`src/rtl/mcu_block_scheduler.sv`:
```
// Interleaves Y/Cb/Cr 8x8 zigzag blocks into one entropy-coder stream in MCU order.
// Define RESTART_EN to add restart-marker insertion (RSTM state and its ports).
module mcu_block_scheduler #(
    parameter int DATA_WIDTH = 10,
    parameter int Y_BLOCKS   = 4,
    parameter int GAP_CYCLES = 2,
    parameter int MCU_W      = 16
) (
    input  logic                    clk,
    input  logic                    rst,
    input  logic                    frame_start,
    input  logic [MCU_W-1:0]        mcu_total,
`ifdef RESTART_EN
    input  logic [MCU_W-1:0]        restart_interval,
    output logic                    out_rst_marker,
    output logic [2:0]              out_rst_idx,
`endif
    input  logic [2:0]              src_valid,
    input  logic [3*DATA_WIDTH-1:0] src_data,
    output logic [2:0]              src_ready,
    output logic                    out_valid,
    output logic [DATA_WIDTH-1:0]   out_data,
    output logic                    out_done,
    output logic [1:0]              out_comp,
    output logic                    out_chroma,
    output logic                    out_dc_reset,
    output logic                    busy,
    output logic                    frame_done
);
    // state  | meaning
    // IDLE   | waiting for frame_start
    // STREAM | passing coefficients of block blk from the selected source
    // GAP    | idle output cycles so the coder can finish end-of-block
    // RSTM   | one-cycle restart marker between MCUs (RESTART_EN only)
    // DONE   | frame_done pulse
    typedef enum logic [2:0] {
        IDLE   = 3'd0,
        STREAM = 3'd1,
        GAP    = 3'd2,
`ifdef RESTART_EN
        RSTM   = 3'd3,
`endif
        DONE   = 3'd4
    } state_t;

    localparam int GW = (GAP_CYCLES > 1) ? $clog2(GAP_CYCLES) : 1;
    localparam logic [GW-1:0] GAP_LOAD = GW'(GAP_CYCLES - 1);
    localparam logic [2:0]    CB_BLK   = 3'(Y_BLOCKS);
    localparam logic [2:0]    LAST_BLK = 3'(Y_BLOCKS + 1);

    state_t                  state_q, state_d;
    logic [2:0]              blk_q;
    logic [MCU_W-1:0]        mcu_q;
    logic [MCU_W-1:0]        total_q;
    logic [5:0]              coef_q;
    logic [GW-1:0]           gap_q;
    logic                    dc_mcu_q;
    logic                    zero_done_q;

    logic [1:0]              sel;
    logic [DATA_WIDTH-1:0]   sel_data;
    logic                    sel_valid;
    logic                    xfer;
    logic [MCU_W-1:0]        mcu_next;
    logic                    restart_hit;

`ifdef RESTART_EN
    logic [MCU_W-1:0]        ri_q;
    logic [MCU_W-1:0]        rint_q;
    logic [2:0]              rcnt_q;

    // rint_q counts down MCUs until the next restart boundary
    assign restart_hit    = (ri_q != '0) && (rint_q == '0);
    assign out_rst_marker = (state_q == RSTM);
    assign out_rst_idx    = (state_q == RSTM) ? rcnt_q : 3'd0;
`else
    assign restart_hit    = 1'b0;
`endif

    always_comb begin
        sel = 2'd0;
        if (blk_q == CB_BLK) begin
            sel = 2'd1;
        end else if (blk_q == LAST_BLK) begin
            sel = 2'd2;
        end
    end

    always_comb begin
        sel_data  = src_data[DATA_WIDTH-1:0];
        sel_valid = src_valid[0];
        case (sel)
            2'd1: begin
                sel_data  = src_data[2*DATA_WIDTH-1:DATA_WIDTH];
                sel_valid = src_valid[1];
            end
            2'd2: begin
                sel_data  = src_data[3*DATA_WIDTH-1:2*DATA_WIDTH];
                sel_valid = src_valid[2];
            end
            default: ;
        endcase
    end

    assign xfer     = (state_q == STREAM) && sel_valid;
    assign mcu_next = mcu_q + 1'b1;

    always_ff @(posedge clk) begin
        if (rst) begin
            state_q <= IDLE;
        end else begin
            state_q <= state_d;
        end
    end

    always_comb begin
        state_d = state_q;
        case (state_q)
            IDLE: begin
                if (frame_start && (mcu_total != '0)) begin
                    state_d = STREAM;
                end
            end
            STREAM: begin
                if (xfer && (coef_q == 6'd63)) begin
                    state_d = GAP;
                end
            end
            GAP: begin
                if (gap_q == '0) begin
                    if ((blk_q == LAST_BLK) && (mcu_next == total_q)) begin
                        state_d = DONE;
                    end else if ((blk_q == LAST_BLK) && restart_hit) begin
`ifdef RESTART_EN
                        state_d = RSTM;
`else
                        state_d = STREAM;
`endif
                    end else begin
                        state_d = STREAM;
                    end
                end
            end
`ifdef RESTART_EN
            RSTM: state_d = STREAM;
`endif
            DONE: state_d = IDLE;
            default: state_d = IDLE;
        endcase
    end

    always_ff @(posedge clk) begin
        if (rst) begin
            blk_q       <= '0;
            mcu_q       <= '0;
            total_q     <= '0;
            coef_q      <= '0;
            gap_q       <= '0;
            dc_mcu_q    <= 1'b0;
            zero_done_q <= 1'b0;
`ifdef RESTART_EN
            ri_q        <= '0;
            rint_q      <= '0;
            rcnt_q      <= '0;
`endif
        end else begin
            zero_done_q <= (state_q == IDLE) && frame_start && (mcu_total == '0);
            case (state_q)
                IDLE: begin
                    if (frame_start) begin
                        total_q  <= mcu_total;
                        blk_q    <= '0;
                        mcu_q    <= '0;
                        coef_q   <= '0;
                        dc_mcu_q <= 1'b1;
`ifdef RESTART_EN
                        ri_q     <= restart_interval;
                        rint_q   <= restart_interval - 1'b1;
                        rcnt_q   <= '0;
`endif
                    end
                end
                STREAM: begin
                    if (xfer) begin
                        coef_q <= coef_q + 1'b1;
                        if (coef_q == 6'd63) begin
                            gap_q <= GAP_LOAD;
                        end
                    end
                end
                GAP: begin
                    if (gap_q != '0) begin
                        gap_q <= gap_q - 1'b1;
                    end else if (blk_q == LAST_BLK) begin
                        blk_q    <= '0;
                        mcu_q    <= mcu_next;
                        dc_mcu_q <= restart_hit;
`ifdef RESTART_EN
                        rint_q   <= (rint_q == '0) ? (ri_q - 1'b1) : (rint_q - 1'b1);
`endif
                    end else begin
                        blk_q <= blk_q + 1'b1;
                    end
                end
`ifdef RESTART_EN
                RSTM: rcnt_q <= rcnt_q + 1'b1;
`endif
                default: ;
            endcase
        end
    end

    // Registered output stage: data/tags hold between transfers, strobes do not.
    always_ff @(posedge clk) begin
        if (rst) begin
            out_valid    <= 1'b0;
            out_data     <= '0;
            out_done     <= 1'b0;
            out_comp     <= 2'd0;
            out_chroma   <= 1'b0;
            out_dc_reset <= 1'b0;
        end else begin
            out_valid    <= xfer;
            out_done     <= xfer && (coef_q == 6'd63);
            out_dc_reset <= xfer && (coef_q == 6'd0) && dc_mcu_q;
            if (xfer) begin
                out_data   <= sel_data;
                out_comp   <= sel;
                out_chroma <= (sel != 2'd0);
            end
        end
    end

    always_comb begin
        src_ready = 3'b000;
        if (state_q == STREAM) begin
            src_ready[sel] = 1'b1;
        end
    end

    assign busy       = (state_q == STREAM) || (state_q == GAP)
`ifdef RESTART_EN
                        || (state_q == RSTM)
`endif
                        ;
    assign frame_done = (state_q == DONE) || zero_done_q;

endmodule

```
`config.mk`:
```
export PLATFORM = sky130hd
export DESIGN_NAME = mcu_block_scheduler
export DESIGN_NICKNAME = d
export VERILOG_FILES = /design/src/rtl/mcu_block_scheduler.sv
export SDC_FILE = /design/constraint.sdc
export NUM_CORES = 1
export LEC_CHECK = 0
export CAP_MARGIN = 25
export CORE_ASPECT_RATIO = 0.75
export CORE_UTILIZATION = 29
export DETAILED_ROUTE_END_ITERATION = 12
export SLEW_MARGIN = 40
export SYNTH_ARGS = -nofsm -noshare
export SYNTH_HDL_FRONTEND = slang
export SYNTH_SLANG_ARGS = --single-unit
```
`constraint.sdc`:
```
create_clock -name clk -period 2.46 [get_ports clk]
set_input_delay 0.246 -clock clk [delete_from_list [all_inputs] [get_ports clk]]
set_output_delay 0.246 -clock clk [all_outputs]
set_load 0.03 [all_outputs]
```
Word level (Yosys, flattened, before mapping)
Index checks and enable logic that the tools add are counted.

cells by class
  add/subtract/negate cells = 4
  magnitude comparators = 2
  equality and inequality tests = 16
  mux-type cells = 31
  reduce and logical (&&, ||, !) cells = 25

operators by type and width
  kind                                                             number
  16-bit two-way mux                                               3
  16-bit one-hot mux with 2 select lines                           1
  3-bit two-way mux                                                8
  10-bit one-hot mux with 2 select lines                           1
  16-bit by 1-bit adder with 16-bit output, second input constant  1
  16-bit == test                                                   1
  16-bit zero test                                                 1
  16-bit nonzero test                                              1
  2-bit != test, second input constant                             7
  6-bit two-way mux                                                2
  6-bit one-hot mux with 2 select lines                            1
  3-bit AND reduction                                              4
  3-bit == test, second input constant                             3
  1-bit logical AND                                                9
  3-bit one-hot mux with 3 select lines                            1
  2-bit nonzero test                                               4
  1-bit two-way mux                                                7
  6-bit by 1-bit adder with 6-bit output, second input constant    1
  6-bit == test, second input constant                             1
  6-bit zero test                                                  1
  1-bit one-hot mux with 2 select lines                            3
  3-bit one-hot mux with 2 select lines                            1
  2-bit two-way mux                                                2
  4-bit AND reduction                                              1
  12 further kinds                                                 13

storage, ports and cells
  flip-flop bits (word level) = 63
  bits of input ports = 52
  output and inout bits = 21
  word-level logic and storage cells = 92

Logic depth before layout (Yosys ltp)
Gate-level depths: netlist (run 1).

  depth after elaboration = 9
  depth in mapped cells = 8
  depth with buffers taken out = 7

Worst setup path before layout (run 1)
No wires, ideal clock.

  path kind = reg-to-reg
  from = register mcu_q[0]
  to = register state_q[0]
  library setup time = 0.131 ns
  data arrival time = 1.956 ns
  data required time = 2.329 ns
  slack = 0.374 ns
  cell stages (with the launch flop) = 9
  path buffers = 1
  period minus slack after synthesis = 2.086 ns
  cells stage by stage = dfxtp_1 ha_1 nand3_2 or3_1 buf_2 xnor2_1 a2111oi_2 a31o_1 a21oi_2

on the way
  cells in the longest elaborated chain, start to end = 6

RTL lines
  item                                      line  source
  start, declared                           53    logic [MCU_W-1:0] mcu_q;
  start signal, assigned                    196   mcu_q <= mcu_next;
  16-bit by 1-bit adder with 16-bit output  106   assign mcu_next = mcu_q + 1'b1;
  16-bit == test                            131   if ((blk_q == LAST_BLK) && (mcu_next == total_q)) begin
  1-bit logical AND                         131
  3-bit two-way mux                         131
  3-bit two-way mux                         130   if (gap_q == '0) begin
  3-bit one-hot mux with 3 select lines     118   case (state_q)
  end signal, assigned                      112   state_q <= state_d;
  end, declared                             51    state_t state_q, state_d;

Every way passes these cells. The select of a mux whose other input is x is not followed.
A chain may end at the register's enable or synchronous reset.

Worst setup path in the final report (run 1)
  from = register state_q[0]
  to = output port src_ready[0]

on the way
  cells in the longest elaborated chain, start to end = 2

RTL lines
  item                                      line  source
  3-bit by 1-bit == test with 1-bit output  236   if (state_q == STREAM) begin
  3-bit two-way mux                         236
  end, declared                             20    output logic [2:0] src_ready,

Every way passes these cells.

==> metrics.md, run 1 <==
| Metric | Value |
|---|---|
| Synth Instances | `~420` |
| Layout cells sized above 1 | `0.102` |
| Synth Net Count | `473` |
| H-tree lvl count | `3` |
| Die Footprint | `about 12000 µm²` |
| Post-Layout Cell Count | `628` |
| CTS tree | `done` |
| Worst rel slew slack | `0.557` |
| Cell-internal power | `between 2 and 2.5 mW` |
| Final ANT Viol Nets | `0` |
| HPWL after DPL | `about 6700 µm` |
| Data required, critical path | `approximately 2200 ps` |
| Post-DR vias/cell | `a little under 5` |
| Switching share of power | `0.223` |
| Crit path max fanout | `7` |
| Worst Clk Skew | `about 6 ps` |
| Worst Path Arrival | `around 2100 ps` |
| Number of enable flip-flop cells after synthesis | `0` |
| Most common library cells after synthesis | `nand2_1 (70), dfxtp_1 (63), a21oi_1 (50), nor2_1 (34), xnor2_1 (19)` |
| Primary FF master, synth | `dfxtp_1` |
| Die Wd | `126 µm` |
| Gr usage total | `0.163` |
| Setup crit start kind | `flip-flop` |
| Setup CP Type | `reg2out` |
| Nets | `~540` |
| Core Area | `roughly 11000 µm²` |
| Pleak | `between 1.5 and 2 nW` |
| Tot Pwr | `about 3 mW` |
| Comb pwr share | `0.104` |
| Filler Cell Count | `between 1000 and 1500` |
| Final instance area | `around 4600 µm²` |
| Final setup viols | `0` |
| DRT Wirelength | `around 9200 µm` |
| Yosys cell types | `between 50 and 60` |
| F_max | `~0.43 GHz` |
| Clk buf depth | `2` |
| Initial core utilization | `0.302` |
| Area delta synth->final | `37.1%` |
| Sequential fraction of the synthesis area | `0.379` |
| DRT Pass-1 Iters | `8` |
| Initial antenna violation count | `0` |
| Final min period | `roughly 2300 ps` |
| Cts bufs inserted | `9` |
| Hold/Removal Path Class | `in2reg` |
| Clk slew on worst S/H paths | `roughly 60 ps` |
| Synthesized area | `roughly 3300 µm²` |
| Synth top area cells | `dfxtp_1 (38%), nand2_1 (7.9%), a21oi_1 (7.5%)` |
| Sequential fraction of design power | `0.362` |
| Tcrit/Tclk final | `0.950` |
| Fin. max-slew vios | `0` |
| Worst reg2reg setup slack | `about 240 ps` |
| Slew @ Worst Pin | `658 ps` |
| Final setup margin | `~120 ps` |
| First-pass GRT wire length | `~15000 µm` |
| Clk Latency, worst-skew pair | `around 330 ps` |
| Synth area leader | `dfxtp_1` |
| Root buf cell | `clkbuf_16` |
| Syn_area_per_cell | `7.95 µm²` |
| Vias in the first global route | `about 2800` |
| Setup TNS | `0 ps` |
| Die Height | `roughly 95 µm` |
| DRC Markers | `1` |
| Count leader, synth | `nand2_1` |
| Async SR Flop Fraction | `0` |
| Pwr/cell area | `around 650 nW/µm²` |
| Psw | `around 0.66 mW` |
| Initial DRC Count | `between 150 and 200` |
| # rows | `33` |
| Gr ovfl total | `0` |
| Status | `finished, violations left` |
| Sink Count | `63` |
| Share of the synthesized area in the top cell type | `0.379` |
| Dpl cells | `612` |
| Worst slack, placed | `between 100 and 150 ps` |
| # IOs | `73` |
| Setup Buffers After CTS | `0` |
| Synth Register Bits | `63` |
| Total number of vias | `between 3000 and 4000` |
| Placed Area | `4180 µm²` |
| Clock power share | `0.534` |
| ANT cells | `0` |
| Peak VDD IR | `~0.0004 V` |
| Warnings from Yosys | `0` |
| CP Capture Type | `output port` |
| Gpl congestion | `around 0.85` |
| Number of max-cap violations | `0` |
| Largest net degree at the start of global routing | `34` |
| Port Buffer Count | `between 70 and 80` |
| Final Hold Vio Count | `0` |
| Violated checks | `DRC` |
| Drt wl/cell | `~15 µm` |
-- cell type report --
cell class                      instances  area (µm²)  area share
Timing Repair Buffer                   84         808       0.177
Sequential cell                        63        1260       0.277
Tap cell                              140         175      0.0384
Inverter                                5        18.8     0.00412
Clock buffer                            9         225      0.0494
Clock inverter                          7         145      0.0318
Multi-Input combinational cell        320        1920       0.422
-- critical path, stage by stage (launching register included) --
cell and delay (ps):
dfxtp_1 440, or3b_2 510, nor2_1 120, clkdlybuf4s50_1 680
-- sequential cells by signal, summed over array words and instances (netlist names) --
register,count
mcu_q,16
total_q,16
out_data,10
coef_q,6
blk_q,3
state_q,3
out_comp,2
dc_mcu_q,1
gap_q,1
out_chroma,1
out_dc_reset,1
out_done,1
out_valid,1
zero_done_q,1
-- worst paths after layout --
check | from | end | depth (start not counted)
min | rst | mcu_q[0] | 2
max | state_q[0] | src_ready[0] | 3
max reg2reg | mcu_q[1] | state_q[0] | 7
min reg2reg | out_data[3] | out_data[3] | 2
-- cells by family after synthesis --
logic type	count (synthesis)	share of synthesized area
muxes	11	0.0331
buffers and inverters	35	0.0463
AOI/OAI and AO/OA	97	0.178
DFF	63	0.379
xor gates and xnor gates	29	0.0764
adders and majority gates	3	0.0113
and+or+nand+nor	180	0.275
-- cells in the final DEF, fill, tap and decap left out, types with 3 or more instances in the layout --
master           Yosys  layout
o21ai_0             11      11
a21oi_1             50      50
xor2_1              10      10
nand2_1             70      70
clkdlybuf4s50_1      0      70
buf_4                1      12
o21ai_1              3       3
nor2_1              34      34
nor4_1               8       8
a211oi_1             5       5
o211ai_1            10      10
nand3_2              3       3
clkbuf_16            0       9
mux2i_1             11      11
inv_1                5       5
nor3_1              11      11
xnor2_1             19      19
ha_1                 3       3
nand3_1             11      11
nand4_1              4       4
bufinv_16            0       4
dfxtp_1             63      62
and3_1               7       7
nand3b_1             6       6
-- timing repair --
item	in CTS	in global routing
hold buffers	0	0
resized for setup	0	3
endpoints found under the setup margin	0	3
-- power groups by stage --
stage / clock (mW) / sequential, mW / combinational [mW]
4_1_cts: 1.60 / 1.07 / 0.309
2_1_floorplan: 0 / 1.11 / 0.139
3_5_place_dp: 0 / 1.09 / 0.307
5_1_grt: 1.66 / 1.08 / 0.335
6_report: 1.58 / 1.07 / 0.308
3_3_place_gp: 0 / 1.09 / 0.306
-- metal layers --
metal	part of all wire	global-route usage	vias to the layer above
met5	0	0	-
met4	0.0087	0.0457	0
met3	0.050	0.0550	7
met2	0.43	0.229	60
met1	0.51	0.233	1413
li1	-	-	1601
-- metrics by stage --
step,util,hold WS [ps]
CTS,0.413,430
floorplan,-,326
detailed placement,0.379,453
finish,0.413,432
global route,0.413,458
global placement,0.379,443
Note: power is estimated with default switching activity, not from simulation.
==> run 2: changes to the inputs <==
--- a/config.mk
+++ b/config.mk
@@ -9,4 +9,5 @@
 export CORE_ASPECT_RATIO = 0.75
-export CORE_UTILIZATION = 29
+export CORE_UTILIZATION = 45
 export DETAILED_ROUTE_END_ITERATION = 12
+export PLACE_DENSITY = 0.72
 export SLEW_MARGIN = 40
--- a/constraint.sdc
+++ b/constraint.sdc
@@ -3,2 +3,2 @@
 set_output_delay 0.246 -clock clk [all_outputs]
-set_load 0.03 [all_outputs]
+set_load 0.1 [all_outputs]
==> run 2 against run 1 <==
Compared with the run above:
- the flow now finishes without violations
- worst hold slack lost 58 ps
- routed wire length shrank 9.2%
- utilization grew 20 points
- combinational power grew 19%
- final cell count shrank 7.2%
- largest power group is now registers
- global-route usage grew 6.7 points
- sequential share of layout area grew 1.7 points
- critical path type is now reg2reg
- sequential power is essentially flat
- largest cell class unchanged
==> metrics.md, run 2 (synthesis gave the netlist of run 1 again) <==
| Metric | Value |
|---|---|
| DRC Markers | `0 (was 1)` |
| Hold/Removal Path Class | `in2reg (unchanged)` |
| Fin. max-slew vios | `0 (unchanged)` |
| RSZ-0062 raised after global routing | `no` |
| Vias in the first global route | `2814 (was 2830)` |
| Final setup viols | `0 (unchanged)` |
| Worst rel slew slack | `0.629 (was 0.557)` |
| Final Hold Vio Count | `0 (unchanged)` |
| Final ANT Viol Nets | `0 (unchanged)` |
| Final min period | `2270 ps (was 2340 ps)` |
| Setup Buffers After CTS | `0 (unchanged)` |
| First-pass GRT wire length | `13900 µm (was 14900 µm)` |
| DRT Wirelength | `8380 µm (was 9230 µm)` |
| Area delta synth->final | `29.1% (was 37.1%)` |
| Clk buf depth | `2 (unchanged)` |
| Post-CTS resize count | `0 (unchanged)` |
| Tcrit/Tclk final | `0.923 (was 0.950)` |
| CTS tree | `done (unchanged)` |
| Placed Area | `4120 µm² (was 4180 µm²)` |
| Clock power share | `0.355 (was 0.534)` |
| Reg2Reg Depth | `7 (unchanged)` |
| HP Start | `rst (unchanged)` |
| Number of max-cap violations | `0 (unchanged)` |
| Gpl congestion | `0.856 (was 0.848)` |
| Crit path max fanout | `7 (unchanged)` |
| Die Height | `76.4 µm (was 94.7 µm)` |
| Gr usage total | `0.230 (was 0.163)` |
| Pwr/cell area | `520 nW/µm² (was 649 nW/µm²)` |
| Port Buffer Count | `72 (unchanged)` |
| Drt wl/cell | `14.4 µm (was 14.7 µm)` |
| Initial DRC Count | `122 (was 164)` |
| WP buf/inv | `0 (was 1)` |
| Gr ovfl total | `0 (unchanged)` |
| Nets | `535 (was 538)` |
| Sink Count | `63 (unchanged)` |
| Cell-internal power | `1.57 mW (was 2.30 mW)` |
| Worst reg2reg setup slack | `190 ps (was 240 ps)` |
| Comb pwr share | `0.165 (was 0.104)` |
| Commonest non-fill, non-tap cell in the layout | `nand2_1` |
| Largest net degree at the start of global routing | `31 (was 34)` |
| Setup CP Type | `reg2reg (was reg2out)` |
| Data required, critical path | `2680 ps (was 2210 ps)` |
| Psw | `0.660 mW (was 0.661 mW)` |
| Die Wd | `101 µm (was 126 µm)` |
| Setup TNS | `0 ps (unchanged)` |
| Worst hold stages | `2 (unchanged)` |
| Setup crit start kind | `flip-flop (unchanged)` |
| R2r endpoint | `state_q[0] (unchanged)` |
| Die Footprint | `7740 µm² (was 11900 µm²)` |
| Peak VDD IR | `0.000314 V (was 0.000403 V)` |
| Slew @ Worst Pin | `557 ps (was 658 ps)` |
| Worst Path Arrival | `2490 ps (was 2090 ps)` |
| Core Area | `6960 µm² (was 11000 µm²)` |
| DRT Pass-1 Iters | `4 (was 8)` |
| Cts bufs inserted | `9 (unchanged)` |
| Final instance area | `4290 µm² (was 4560 µm²)` |
| Worst Clk Skew | `7.30 ps (was 5.90 ps)` |
| Root buf cell | `clkbuf_8 (was clkbuf_16)` |
| Total number of vias | `3134 (was 3081)` |
| Largest registers | `mcu_q (16), total_q (16), out_data (10) (unchanged)` |
| Slowest CP cell | `or3_1 (was clkdlybuf4s50_1)` |
| Most frequent cells in the layout | `nand2_1 (70), dfxtp_1 (63), a21oi_1 (50), clkdlybuf4s50_1 (50), nor2_1 (34) (was nand2_1 (70), clkdlybuf4s50_1 (70), dfxtp_1 (62))` |
| Clk slew on worst S/H paths | `80 ps (was 60 ps)` |
| H-tree lvl count | `3 (unchanged)` |
| CP delay by family, top | `simple AND/OR/NAND/NOR gates (was buffers and inverters)` |
| Reg2Reg Launch Point | `mcu_q[1] (unchanged)` |
| # rows | `26 (was 33)` |
| ANT cells | `0 (unchanged)` |
| CP Capture Type | `flip-flop (was output port)` |
| Initial core utilization | `0.478 (was 0.302)` |
| Switching share of power | `0.296 (was 0.223)` |
| # IOs | `73 (unchanged)` |
| Pleak | `1.51 nW (was 1.58 nW)` |
| Clk Latency, worst-skew pair | `340 ps (was 330 ps)` |
| Hold worst-path end | `mcu_q[0] (unchanged)` |
| Critical-path cell list | `ha_1, nand3_2, or3_1, xnor2_1, a2111oi_2, a31o_1, a21oi_2 (was or3b_2, nor2_1, clkdlybuf4s50_1)` |
| Layout cells sized above 1 | `0.138 (was 0.102)` |
| Sequential fraction of design power | `0.480 (was 0.362)` |
| Max stage delay on crit path | `490 ps (was 680 ps)` |
| CTS Hold Bufs | `0 (unchanged)` |
| Initial antenna violation count | `0 (unchanged)` |
| Status | `completed (was finished, violations left)` |
| Post-DR vias/cell | `5.38 (was 4.91)` |
| F_max | `0.440 GHz (was 0.428 GHz)` |
| HPWL after DPL | `6150 µm (was 6670 µm)` |
==> run 2: cell count changes in the layout (fill, tap and decap cells not counted), moves of 2 or more <==
cell | before | now
clkdlybuf4s50_1 | 70 | 50
buf_4 | 12 | 25
clkbuf_16 | 9 | 0
clkbuf_8 | 0 | 9
buf_12 | 0 | 5
bufinv_16 | 4 | 0
clkinvlp_4 | 1 | 4
clkinv_2 | 0 | 2
clkinv_4 | 2 | 0
==> run 2: cell type report <==
class	count	area, µm²
well taps	98	123
inverters	5	18.8
multi-input cells	320	1920
clock buffers	9	124
repair buffers	81	793
clock inverters	7	48.8
fillers	647	2670
flip-flops and latches	63	1260
==> run 2: how the worst max path moves through the flow <==
stage,startpoint,endpoint,cells past startpoint
2_1_floorplan,state_q[1],src_ready[0],3
3_3_place_gp,mcu_q[1],state_q[0],7
3_5_place_dp,mcu_q[1],state_q[0],7
4_1_cts,mcu_q[1],state_q[0],7
5_1_grt,mcu_q[1],state_q[0],7
6_report,mcu_q[1],state_q[0],7
==> run 2: per-layer routing <==
metal  share of wire  global-route usage  wire [µm]
met3           0.052              0.0606        435
met4          0.0093              0.0623         78
met2            0.45               0.338       3810
met1            0.48               0.328       4060
met5               0                   0          0
==> run 2: worst register-to-register path, stage by stage (launching register included) <==
cell       delay, ps
dfxtp_1          420
ha_1             290
nand3_2          180
or3_1            490
xnor2_1          190
a2111oi_2        300
a31o_1           220
a21oi_2           60
==> run 2: per-stage QoR <==
stage | setup WS, ps | hold WS, ps | util | total power [mW] | instances
after floorplan | 14.2 | 326 | - | 1.30 | 418
after global placement | 336 | 443 | 0.592 | 1.46 | 567
after detailed placement | 213 | 448 | 0.592 | 1.46 | 567
after CTS | 185 | 362 | 0.616 | 2.25 | 583
after global routing | 33.5 | 377 | 0.616 | 2.33 | 583
final | 189 | 374 | 0.616 | 2.23 | 583
==> run 2: power by group through the flow <==
stage	clock, mW	sequential, mW	combinational, mW
after floorplan	0	1.15	0.154
after global placement	0	1.09	0.363
after detailed placement	0	1.09	0.366
after CTS	0.814	1.07	0.368
after global routing	0.861	1.07	0.395
final	0.791	1.07	0.368
